[src/rtl/rsa_mont_exp.sv]
// Bit-serial Montgomery modular exponentiation C = M^E mod P, with one shared
// WIDTH+1 cycle Montgomery multiplier. Define RSA_FAST_EXP_EN to skip MUL for zero exponent bits.
module rsa_mont_exp #(
    parameter int WIDTH = 8
) (
    input  logic             clk,
    input  logic             rst,
    input  logic             en,
    input  logic [WIDTH-1:0] P,
    input  logic [WIDTH-1:0] E,
    input  logic [WIDTH-1:0] M,
    input  logic [WIDTH-1:0] Const,
    output logic             busy,
    output logic             eoc,
    output logic [WIDTH-1:0] C,
    output logic [2:0]       state_dbg
);

    localparam int SW = WIDTH + 2;
    localparam int CW = $clog2(WIDTH + 1);
    localparam int IW = $clog2(WIDTH);

    typedef enum logic [2:0] {
        S_IDLE  = 3'd0,
        S_PRE_M = 3'd1,
        S_PRE_X = 3'd2,
        S_SQR   = 3'd3,
        S_MUL   = 3'd4,
        S_POST  = 3'd5,
        S_DONE  = 3'd6
    } state_t;

    state_t          state_q, state_d;
    logic [CW-1:0]   cnt_q, cnt_d;
    logic [IW-1:0]   k_q, k_d;
    logic [SW-1:0]   s_q, s_d;
    logic [WIDTH-1:0] p_q, p_d, e_q, e_d, m_q, m_d, const_q, const_d;
    logic [WIDTH-1:0] mb_q, mb_d, xb_q, xb_d, c_q, c_d;

    logic [WIDTH-1:0] a_op, b_op, p_op, mont_res;
    logic             a_bit, last;
    logic [SW-1:0]    s_add, s_odd, s_step, s_red;

    // The start cycle is already the first iteration of mont(M,Const), so the
    // operands come straight from the ports while still in IDLE.
    always_comb begin
        a_op = '0;
        b_op = '0;
        case (state_q)
            S_IDLE:  begin a_op = M;    b_op = Const;   end
            S_PRE_M: begin a_op = m_q;  b_op = const_q; end
            S_PRE_X: begin a_op = WIDTH'(1); b_op = const_q; end
            S_SQR:   begin a_op = xb_q; b_op = xb_q;    end
            S_MUL:   begin a_op = xb_q; b_op = mb_q;    end
            S_POST:  begin a_op = xb_q; b_op = WIDTH'(1); end
            default: begin a_op = '0;   b_op = '0;      end
        endcase
    end

    assign p_op     = (state_q == S_IDLE) ? P : p_q;
    assign a_bit    = a_op[cnt_q[IW-1:0]];
    assign s_add    = s_q + (a_bit ? {2'b00, b_op} : {SW{1'b0}});
    assign s_odd    = s_add[0] ? s_add + {2'b00, p_op} : s_add;
    assign s_step   = s_odd >> 1;
    assign s_red    = (s_q >= {2'b00, p_q}) ? s_q - {2'b00, p_q} : s_q;
    assign mont_res = s_red[WIDTH-1:0];
    assign last     = (cnt_q == CW'(WIDTH));

    always_comb begin
        state_d = state_q;
        cnt_d   = cnt_q;
        k_d     = k_q;
        s_d     = s_q;
        p_d     = p_q;
        e_d     = e_q;
        m_d     = m_q;
        const_d = const_q;
        mb_d    = mb_q;
        xb_d    = xb_q;
        c_d     = c_q;
        if (en) begin
            if (state_q == S_IDLE) begin
                p_d     = P;
                e_d     = E;
                m_d     = M;
                const_d = Const;
                k_d     = IW'(WIDTH - 1);
                s_d     = s_step;
                cnt_d   = CW'(1);
                state_d = S_PRE_M;
            end else if (state_q != S_DONE) begin
                if (!last) begin
                    s_d   = s_step;
                    cnt_d = cnt_q + CW'(1);
                end else begin
                    s_d   = '0;
                    cnt_d = '0;
                    case (state_q)
                        S_PRE_M: begin
                            mb_d    = mont_res;
                            state_d = S_PRE_X;
                        end
                        S_PRE_X: begin
                            xb_d    = mont_res;
                            state_d = S_SQR;
                        end
                        S_SQR: begin
                            xb_d = mont_res;
`ifdef RSA_FAST_EXP_EN
                            if (e_q[k_q]) begin
                                state_d = S_MUL;
                            end else if (k_q == '0) begin
                                state_d = S_POST;
                            end else begin
                                k_d     = k_q - IW'(1);
                                state_d = S_SQR;
                            end
`else
                            state_d = S_MUL;
`endif
                        end
                        S_MUL: begin
                            // MUL always runs; only the write-back depends on E.
                            if (e_q[k_q]) begin
                                xb_d = mont_res;
                            end
                            if (k_q == '0) begin
                                state_d = S_POST;
                            end else begin
                                k_d     = k_q - IW'(1);
                                state_d = S_SQR;
                            end
                        end
                        S_POST: begin
                            c_d     = mont_res;
                            state_d = S_DONE;
                        end
                        default: state_d = state_q;
                    endcase
                end
            end
        end
    end

    always_ff @(posedge clk) begin
        if (rst) begin
            state_q <= S_IDLE;
            cnt_q   <= '0;
            k_q     <= '0;
            s_q     <= '0;
            p_q     <= '0;
            e_q     <= '0;
            m_q     <= '0;
            const_q <= '0;
            mb_q    <= '0;
            xb_q    <= '0;
            c_q     <= '0;
        end else begin
            state_q <= state_d;
            cnt_q   <= cnt_d;
            k_q     <= k_d;
            s_q     <= s_d;
            p_q     <= p_d;
            e_q     <= e_d;
            m_q     <= m_d;
            const_q <= const_d;
            mb_q    <= mb_d;
            xb_q    <= xb_d;
            c_q     <= c_d;
        end
    end

    assign busy      = (state_q != S_IDLE) && (state_q != S_DONE);
    assign eoc       = (state_q == S_DONE);
    assign C         = c_q;
    assign state_dbg = state_q;

endmodule
[config.mk]
export PLATFORM = sky130hd
export DESIGN_NAME = rsa_mont_exp
export DESIGN_NICKNAME = d
export VERILOG_FILES = /design/src/rtl/rsa_mont_exp.sv
export SDC_FILE = /design/constraint.sdc
export NUM_CORES = 1
export LEC_CHECK = 0
export ABC_AREA = 0
export ABC_CLOCK_PERIOD_IN_PS = 6400
export BUFFER_PORTS_ARGS = -buffer_cell sky130_fd_sc_hd__buf_4
export CORE_ASPECT_RATIO = 1.75
export CORE_MARGIN = 1
export CORE_UTILIZATION = 45
export DETAILED_ROUTE_END_ITERATION = 8
export SKIP_CTS_REPAIR_TIMING = 1
export SYNTH_ARGS = -nofsm -noshare
export SYNTH_HDL_FRONTEND = slang
export SYNTH_SLANG_ARGS = --single-unit
[constraint.sdc]
create_clock -name clk -period 6.4 [get_ports clk]
set_clock_uncertainty 0.2 [all_clocks]
set_input_delay 0.32 -clock clk [delete_from_list [all_inputs] [get_ports clk]]
set_output_delay 0.32 -clock clk [all_outputs]
set_load 0.05 [all_outputs]
==> results_dict.tcl, run 1 <==
set metrics [dict create \
    outcome "finished clean" \
    timing.final.hold_violations 0 \
    stdcell_area_sq_um 5610 \
    placement_stage_worst_setup_slack_ns 0.716 \
    portion_of_the_clock_cycle_consumed_by_the_worst_path_in_the_final_layout_pct 89.8 \
    critical-path-slowest-cell "nor2_1" \
    drt_iter0_markers 345 \
    globalRouteOverflowTotal 0 \
    postLayoutCoreUtil_pct 54.1 \
    worstSetupPathDepth 20 \
    crit_path_end_kind "register" \
    detail_route.drc_violations 0 \
    vias 4606 \
    netSwitchingPower_mw 0.508 \
    prevailing_post_synth_register_cell "dfxtp_1" \
    coreArea_sq_um 10400 \
    synthMostInstantiatedCell "nand2_1" \
    synth_cells 626 \
    place.detailed.instances 770 \
    grt_setup_unrepaired "no" \
    crit_arrival_ns 5.78 \
    maxSlewHeadroom_pct 32.0 \
    max_freq_ghz 0.174 \
    timing_worst_setup_path_type "reg -> reg" \
    synth_top_area_share_pct 30.9 \
    cts_tree "built" \
    diodes 0 \
    wire_length_per_cell_after_detailed_routing_um 17.5 \
    combinationalPowerShare_pct 31.5 \
    clkTransAtPathRegs_ns 0.06 \
    switch_share_pct 32.6 \
    critical_path.startpoint_type "register" \
    final_critical_period_ns 5.75 \
    slowest_delay_ns 0.86 \
    synth.top_cells.by_count "99 x nand2_1, 75 x dfxtp_1, 65 x nor2_1, 58 x a21oi_1, 36 x a211oi_1" \
    synth_sequential_area_ratio_pct 30.9 \
    worst_slew_pin_slew_ns 1.02 \
    internal-power_mw 1.05 \
    postPlaceCellArea_sq_um 5280 \
    highest_layer "met4" \
    path_max_fanout 15 \
    netlist-cell-type-count 55 \
    cts-buffers-inserted 9 \
    timing.critical_path.required_ns 6.44 \
    clock_power_share_pct 35.6 \
    final.setup.tns_ns 0 \
    setup_violations 0 \
    routed_wirelength_mm 13.8 \
    detail-route-antenna-nets 0 \
    floorplan.io_pins 48 \
    critical_path.cell_chain "nor2_1, a22oi_1, o21ai_0, o21ai_0, o211ai_1, o21ai_1, nor3_1, ha_1, fa_1, a21oi_1, nor2b_1, nor2_1, xnor2_1, ha_1, a2111oi_0, nand3_1, a31o_2, xor2_1, mux2_2, a22o_1" \
    synth_area_sq_um 4860 \
    gp_congestion 0.910 \
    dieHeight_um 140 \
    grt_pass1_wl_mm 22.0 \
    post-synth-top-area-cell "dfxtp_1" \
    finish.cell_count_without_fillers 786 \
    synthesis.nets 691 \
    fp_rows 49 \
    vdd_ir_drop_max_uv 181 \
    clk_latency_ns 0.34 \
    synth_top_cells_by_area "dfxtp_1 31%, nand2_1 7.6%, ha_1 6.9%, a21oi_1 6.0%, a211oi_1 5.6%" \
    cap_viol_max_count 0 \
    grt_start_max_net_pins 79 \
    ctsHtreeMaxLevel 3 \
    grt_pass1_vias 4344 \
    area_growth_syn_to_layout_pct 15.3 \
    synth-seq-cells 75 \
    power.density_nw_per_um2 278 \
    critPathBufInv 0 \
    async_reset_ff_share_pct 0 \
    layout_cells_sized_above_1_pct 14.0 \
    worstHoldPathCells 3 \
    die_width_um 80.6 \
    cts.sink_count 75 \
    initial_antenna_violation_count 0 \
    cts_buffer_depth 2 \
    drt-pass1-iter-count 5 \
    wirelength_met1_mm 5.39 \
    synthesis.area_per_instance_sq_um 7.77 \
    p_leak_nw 2.16 \
    nets 719 \
    timing.final.max_slew_violations 0 \
    portBuffers 47 \
    fin_ws_ns 0.652 \
    met2_wirelength_mm 7.19 \
    synth_enable_flop_cells 0 \
    r2r.worst_path.cells 20 \
    design.die.area_sq_um 11200 \
    total_power_mw 1.56 \
    hp-class "in -> reg" \
    synth-warning-count 0 \
    floorplan.initialDensity_pct 46.9 \
    clock-root-buffer "clkbuf_16" \
    seqPwrFrac_pct 32.9 \
    place_hpwl_mm 10.3 \
    grt_use_total_pct 26.0 \
    detailroute.wirelength.met3_um 461 \
    path_delay_family "compound AO/OA/AOI/OAI gates" \
    final.hold.worst_slack_ns 0.0203 \
    vias_cell 5.86 \
]
[state kept, by name, indices dropped and copies added (netlist names)]
signal	flops
const_q	8
mb_q	8
cnt_q	4
m_q	8
state_dbg	3
s_q	9
k_q	3
C	8
p_q	8
xb_q	8
e_q	8
[routing by layer]
metal  track usage [%]  up-vias
met5                 0        -
met4              13.8        0
met3              4.46       31
met2              44.5      101
met1              29.8     2192
li1                  -     2282
[cell type report]
cell class,count,area [sq um]
timing repair buffer,54,405
fill,1010,4750
inverter,26,97.6
multi-input combinational,488,3120
clock inverter,6,88.8
clock buffer,10,239
tap,127,159
sequential,75,1500
[power by group through the flow]
stage               clock network [mW]  registers (mW)  logic, mW
floorplan                            0           0.516      0.374
CTS                              0.566           0.514      0.491
global placement                     0           0.524      0.482
global route                     0.590           0.517      0.544
finish                           0.555           0.514      0.491
detailed placement                   0           0.524      0.488
[cell families (layout without fill, tap and decap cells)]
family,after synthesis,count (layout),share of synthesized area (%)
simple gates,223,223,20.4
xor+xnor,17,17,3.06
compound gates,187,187,25.2
buf+inv,63,96,5.04
mux,30,30,7.00
flops,75,75,30.9
fa+ha+maj,31,31,8.39
[cells in the final DEF (no fill, tap or decap), drive strengths merged, types with 3 or more instances in the layout]
cell type  synthesis  layout
nand2             99      99
dfxtp             75      75
nor2              65      65
a21oi             59      59
buf                9      54
a211oi            36      36
ha                27      27
inv               26      26
o21ai             26      26
nor2b             18      18
mux2i             16      16
mux2              12      12
a22oi             12      12
nand3             12      12
xnor2             10      10
clkbuf            28      10
a31oi              9       9
xor2               7       7
nor3               7       7
o211ai             6       6
a311oi             6       6
nand3b             6       6
o21a               5       5
o31ai              5       5
a21o               5       5
nand2b             4       4
or3                3       3
o31a               3       3
nand4              3       3
o22ai              3       3
fa                 3       3
[worst register-to-register path, delay by kind of cell (launching register included)]
family | cells | cell delay, ns
flip-flops | 1 | 0.50
multiplexers | 1 | 0.26
AND/OR/NAND/NOR | 5 | 1.57
XOR/XNOR | 2 | 0.34
AO/OA/AOI/OAI | 9 | 1.98
adder cells (fa/ha/maj) | 3 | 0.80
[worst paths after layout]
check | startpoint | slack [ns] | endpoint
worst max-delay path | state_dbg[1] | 0.65 | s_q[6]
worst min-delay path | E[7] | 0.02 | e_q[7]
worst max register to register | state_dbg[1] | 0.65 | s_q[6]
worst min register to register | p_q[2] | 0.25 | p_q[2]
(Power assumes the default switching activity.)
==> inputs of run 2 (changes only) <==
--- a/config.mk
+++ b/config.mk
@@ -12,6 +12,7 @@
 export CORE_MARGIN = 1
 export CORE_UTILIZATION = 45
 export DETAILED_ROUTE_END_ITERATION = 8
+export MAX_ROUTING_LAYER = met4
 export SKIP_CTS_REPAIR_TIMING = 1
 export SYNTH_ARGS = -nofsm -noshare
 export SYNTH_HDL_FRONTEND = slang
==> run 2 against run 1 <==
- routed wire length grew 1.2%
- sequential cell count is the same
- clock-buffer cell count is the same
- clock power shrank 5.9%
- setup slack lost 0.13 ns
- utilization shrank 0.23 points
- sequential power is essentially flat
- total power shrank 2.0%
- hold slack gained 0.0015 ns
- final area shrank 0.42%
- via count shrank 0.78%
- register-to-register slack lost 0.13 ns
==> results_dict.tcl, run 2 (synthesized netlist as in run 1, its figures left out) <==
set metrics [dict create \
    outcome "finished clean" \
    critical_path.reg2reg.endpoint "s_q[6]" \
    gp_congestion 0.937 \
    grt_pass1_wl_mm 22.4 \
    max_freq_ghz 0.170 \
    grt_use_total_pct 27.0 \
    worst_slew_pin_slew_ns 1.08 \
    vdd_ir_drop_max_uv 189 \
    final.setup.tns_ns 0 \
    timing.critical_path.required_ns 6.44 \
    nets 719 \
    postPlaceCellArea_sq_um 5280 \
    crit_path_end_kind "register" \
    grt_setup_unrepaired "no" \
    timing.rr.start "state_dbg[1]" \
    timing.final.max_slew_violations 0 \
    setup_violations 0 \
    portion_of_the_clock_cycle_consumed_by_the_worst_path_in_the_final_layout_pct 91.9 \
    place_hpwl_mm 10.3 \
    floorplan.initialDensity_pct 46.9 \
    layout_common_cells "99 x nand2_1, 75 x dfxtp_1, 65 x nor2_1" \
    detail_route.drc_violations 0 \
    area_growth_syn_to_layout_pct 14.8 \
    drt_iter0_markers 376 \
    path_max_fanout 15 \
    globalRouteOverflowTotal 0 \
    cts_buffer_depth 2 \
    largest_register_by_flop_count "s_q" \
    grt_start_max_net_pins 79 \
    final_critical_period_ns 5.88 \
    layout_cells_sized_above_1_pct 14.0 \
    cts.sink_count 75 \
    timing.final.hold_violations 0 \
    routed_wirelength_mm 13.9 \
    stdcell_area_sq_um 5580 \
    critical_path.startpoint_type "register" \
    dieHeight_um 140 \
    fillerInstances 1039 \
    vias 4570 \
    wire_length_per_cell_after_detailed_routing_um 17.7 \
    seq_area_sq_um 1500 \
    floorplan.io_pins 48 \
    cts-buffers-inserted 9 \
    drt-pass1-iter-count 4 \
    fp_rows 49 \
    area_occupied_by_multi_input_gates_sq_um 3120 \
    initial_antenna_violation_count 0 \
    clock-root-buffer "clkbuf_16" \
    final.hold.worst_slack_ns 0.0218 \
    detail-route-antenna-nets 0 \
    grt_pass1_vias 4467 \
    ctsHtreeMaxLevel 3 \
    design.die.area_sq_um 11200 \
    vias_cell 5.81 \
    cts_tree "built" \
    total_power_mw 1.53 \
    diodes 0 \
    die_width_um 80.6 \
    power.density_nw_per_um2 274 \
    mostFrequentLayoutCell "nand2_1" \
    clk_latency_ns 0.34 \
    clkTransAtPathRegs_ns 0.06 \
    flip_flop_count_of_the_largest_register_all_copies_and_words_added 9 \
    timing_worst_setup_path_type "reg -> reg" \
    cap_viol_max_count 0 \
    maxSlewHeadroom_pct 27.7 \
    hold_start "E[4]" \
    p_leak_nw 2.15 \
    portBuffers 47 \
    coreArea_sq_um 10400 \
    worstHoldPathCells 3 \
    postLayoutCoreUtil_pct 53.9 \
    hp-class "in -> reg" \
    worst_hold_path.endpoint "e_q[4]" \
    r2r.worst_path.cells 20 \
    crit_arrival_ns 5.92 \
    ff_to_ff_setup_slack_ns 0.52 \
]
-- run 2: cell types whose count changed in the layout (fill, tap and decap cells not counted), sizes merged --
cell / delta
bufinv: -1
clkinv: -1
clkinvlp: +2
-- run 2: area by class of cell --
type | instances | area share (%)
multi-input combinational | 488 | 55.8
sequential | 75 | 26.9
timing repair buffer | 54 | 7.26
clock buffer | 10 | 4.28
tap | 127 | 2.85
inverter | 26 | 1.75
clock inverter | 6 | 1.17
-- run 2: how the worst max path moves through the flow --
stage / start / endpoint / slack, ns
2_1_floorplan: state_dbg[1] / s_q[6] / 1.02
3_3_place_gp: state_dbg[1] / s_q[6] / 0.85
3_5_place_dp: state_dbg[1] / s_q[6] / 0.67
4_1_cts: state_dbg[1] / s_q[6] / 0.63
5_1_grt: state_dbg[1] / s_q[6] / 0.09
6_report: state_dbg[1] / s_q[6] / 0.52
-- run 2: per-layer routing --
layer / part of all wire (%) / wire (um) / track usage [%]
met5: 0 / 0 / -
met4: 5.3 / 735 / 15.0
met3: 3.2 / 439 / 4.26
met2: 52 / 7180 / 45.0
met1: 40 / 5560 / 29.7
-- run 2: critical path: stages, from the launching register on --
cell and delay, ns:
dfxtp_1 0.50, nor2_1 0.91, a22oi_1 0.22, o21ai_0 0.19
o21ai_0 0.11, o211ai_1 0.18, o21ai_1 0.26, nor3_1 0.30
ha_1 0.25, fa_1 0.23, a21oi_1 0.07, nor2b_1 0.15
nor2_1 0.07, xnor2_1 0.21, ha_1 0.32, a2111oi_0 0.55
nand3_1 0.18, a31o_2 0.27, xor2_1 0.14, mux2_2 0.26
a22o_1 0.22
-- run 2: through the flow --
stage / instances / setup WS [ns]
floorplan: 626 / 1.02
global placement: 770 / 0.846
detailed placement: 770 / 0.669
CTS: 786 / 0.625
global route: 786 / 0.0919
finish: 786 / 0.519
-- run 2: report_power, final --
group          internal (mW)  leakage (nW)  switching, mW
combinational          0.211          1.40          0.283
clock                  0.312         0.137          0.210
sequential             0.490         0.611         0.0240
total                   1.01          2.15          0.517
==> inputs of run 3 (changes only) <==
--- a/config.mk
+++ b/config.mk
@@ -13,6 +13,7 @@
 export CORE_UTILIZATION = 45
 export DETAILED_ROUTE_END_ITERATION = 8
 export MAX_ROUTING_LAYER = met4
+export RECOVER_POWER = 25
 export SKIP_CTS_REPAIR_TIMING = 1
 export SYNTH_ARGS = -nofsm -noshare
 export SYNTH_HDL_FRONTEND = slang
==> run 3 against run 2 <==
- sequential power is essentially flat
- register-to-register slack improved by 0.04 ns
- clock power about the same
- via count about the same
- sequential cell count stayed put
- first-iteration DRC count is 10% lower
- routed wire length is 0.12% lower
- global-route usage is the same
- clock-buffer cell count unchanged
- sequential share of layout area grew 0.21 points
- hold slack better by 0.0014 ns
- non-clock buffer count unchanged
- critical path type unchanged
- critical endpoint unchanged
- largest cell class unchanged
- largest power group unchanged
==> results_dict.tcl, run 3 (synthesized netlist as in run 1, its figures left out) <==
set metrics [dict create \
    outcome "finished clean" \
    timing.rr.start "state_dbg[1]" \
    fp_rows 49 \
    clk_latency_ns 0.34 \
    final_critical_period_ns 5.84 \
    floorplan.initialDensity_pct 46.9 \
    routed_wirelength_mm 13.9 \
    timing_worst_setup_path_type "reg -> reg" \
    postPlaceCellArea_sq_um 5280 \
    design.die.area_sq_um 11200 \
    total_power_mw 1.53 \
    mostFrequentLayoutCell "nand2_1" \
    p_leak_nw 2.10 \
    timing.final.hold_violations 0 \
    grt_use_total_pct 27.0 \
    detail-route-antenna-nets 0 \
    maxSlewHeadroom_pct 29.6 \
    gp_congestion 0.937 \
    cts_buffer_depth 2 \
    diodes 0 \
    critical_path.cell_chain "nor2_1, a22oi_1, o21ai_0, o21ai_0, o211ai_1, o21ai_1, nor3_1, ha_1, fa_1, a21oi_1, nor2b_1, nor2_1, xnor2_1, ha_1, a2111oi_0, nand3_1, a31o_2, xor2_1, mux2_2, a22o_1" \
    floorplan.io_pins 48 \
    placement_stage_worst_setup_slack_ns 0.669 \
    ctsHtreeMaxLevel 3 \
    worst_hold_path.endpoint "e_q[4]" \
    flip_flop_count_of_the_largest_register_all_copies_and_words_added 9 \
    largest_register_by_flop_count "s_q" \
    initial_antenna_violation_count 0 \
    critical-path-slowest-cell "nor2_1" \
    max_freq_ghz 0.171 \
    die_width_um 80.6 \
    slowest_delay_ns 0.88 \
    cts.sink_count 75 \
    clock-root-buffer "clkbuf_16" \
    clkTransAtPathRegs_ns 0.06 \
    final.setup.tns_ns 0 \
    grt_pass1_wl_mm 22.4 \
    drt-pass1-iter-count 5 \
    grt_setup_unrepaired "no" \
    coreArea_sq_um 10400 \
    ff_to_ff_setup_slack_ns 0.56 \
    dieHeight_um 140 \
    fillerInstances 1055 \
    place_hpwl_mm 10.3 \
    cts-buffers-inserted 9 \
    cts_tree "built" \
    wire_length_per_cell_after_detailed_routing_um 17.7 \
    postLayoutCoreUtil_pct 53.5 \
    setup_violations 0 \
    area_growth_syn_to_layout_pct 13.9 \
    detail_route.drc_violations 0 \
    area_occupied_by_multi_input_gates_sq_um 3110 \
    vdd_ir_drop_max_uv 189 \
    cap_viol_max_count 0 \
    portion_of_the_clock_cycle_consumed_by_the_worst_path_in_the_final_layout_pct 91.2 \
    crit_path_end_kind "register" \
    portBuffers 47 \
    vias_cell 5.82 \
    path_max_fanout 15 \
    drt_iter0_markers 337 \
    critPathBufInv 0 \
    worst_slew_pin_slew_ns 1.05 \
    path_delay_family "compound AO/OA/AOI/OAI gates" \
    layout_cells_sized_above_1_pct 12.3 \
    vias 4574 \
    fin_ws_ns 0.563 \
    grt_start_max_net_pins 79 \
    crit_arrival_ns 5.87 \
    seq_area_sq_um 1500 \
    critical_path.startpoint_type "register" \
    nets 719 \
    power.density_nw_per_um2 276 \
    grt_pass1_vias 4467 \
    layout_common_cells "99 x nand2_1, 75 x dfxtp_1, 65 x nor2_1" \
    stdcell_area_sq_um 5540 \
    worstHoldPathCells 3 \
    timing.critical_path.required_ns 6.44 \
    r2r.worst_path.cells 20 \
    globalRouteOverflowTotal 0 \
    critical_path.reg2reg.endpoint "s_q[6]" \
    timing.final.max_slew_violations 0 \
    hp-class "in -> reg" \
    hold_start "E[4]" \
]
-- run 3: worst max path at each step --
stage                             from  slack [ns]  endpoint  cells after the start
after floorplan           state_dbg[1]        1.02    s_q[6]                     20
after global placement    state_dbg[1]        0.85    s_q[6]                     20
after detailed placement  state_dbg[1]        0.67    s_q[6]                     19
after CTS                 state_dbg[1]        0.63    s_q[6]                     20
after global routing      state_dbg[1]        0.09    s_q[6]                     20
final                     state_dbg[1]        0.56    s_q[6]                     20
-- run 3: stage by stage --
step	hold WS, ns	cells
floorplan	0.233	626
global placement	0.241	770
detailed placement	0.247	770
CTS	0.0156	786
global route	0.0232	786
finish	0.0232	786
-- run 3: worst reg2reg max path, delay by kind of cell (launching register included) --
| kind | cells | cell delay (ns) |
|---|---|---|
| and+or+nand+nor | 5 | 1.58 |
| xor gates and xnor gates | 2 | 0.35 |
| AOI/OAI and AO/OA | 9 | 2.06 |
| DFF | 1 | 0.50 |
| muxes | 1 | 0.26 |
| adders and majority gates | 3 | 0.80 |
-- run 3: routing by layer --
metal	global-route usage (%)	wire, um
met5	-	0
met1	29.7	5550
met4	15.0	748
met2	45.0	7150
met3	4.26	456
-- run 3: report_power, final --
group          switching, mW  internal (mW)
combinational          0.282          0.210
clock                  0.210          0.312
sequential            0.0241          0.490
total                  0.515           1.01
-- run 3: layout make-up --
| type | count | area share (%) |
|---|---|---|
| Inverter | 26 | 1.76 |
| Clock buffer | 10 | 4.31 |
| Multi-Input combinational cell | 488 | 56.1 |
| Tap cell | 127 | 2.87 |
| Clock inverter | 6 | 1.17 |
| Timing Repair Buffer | 54 | 6.64 |
| Sequential cell | 75 | 27.1 |
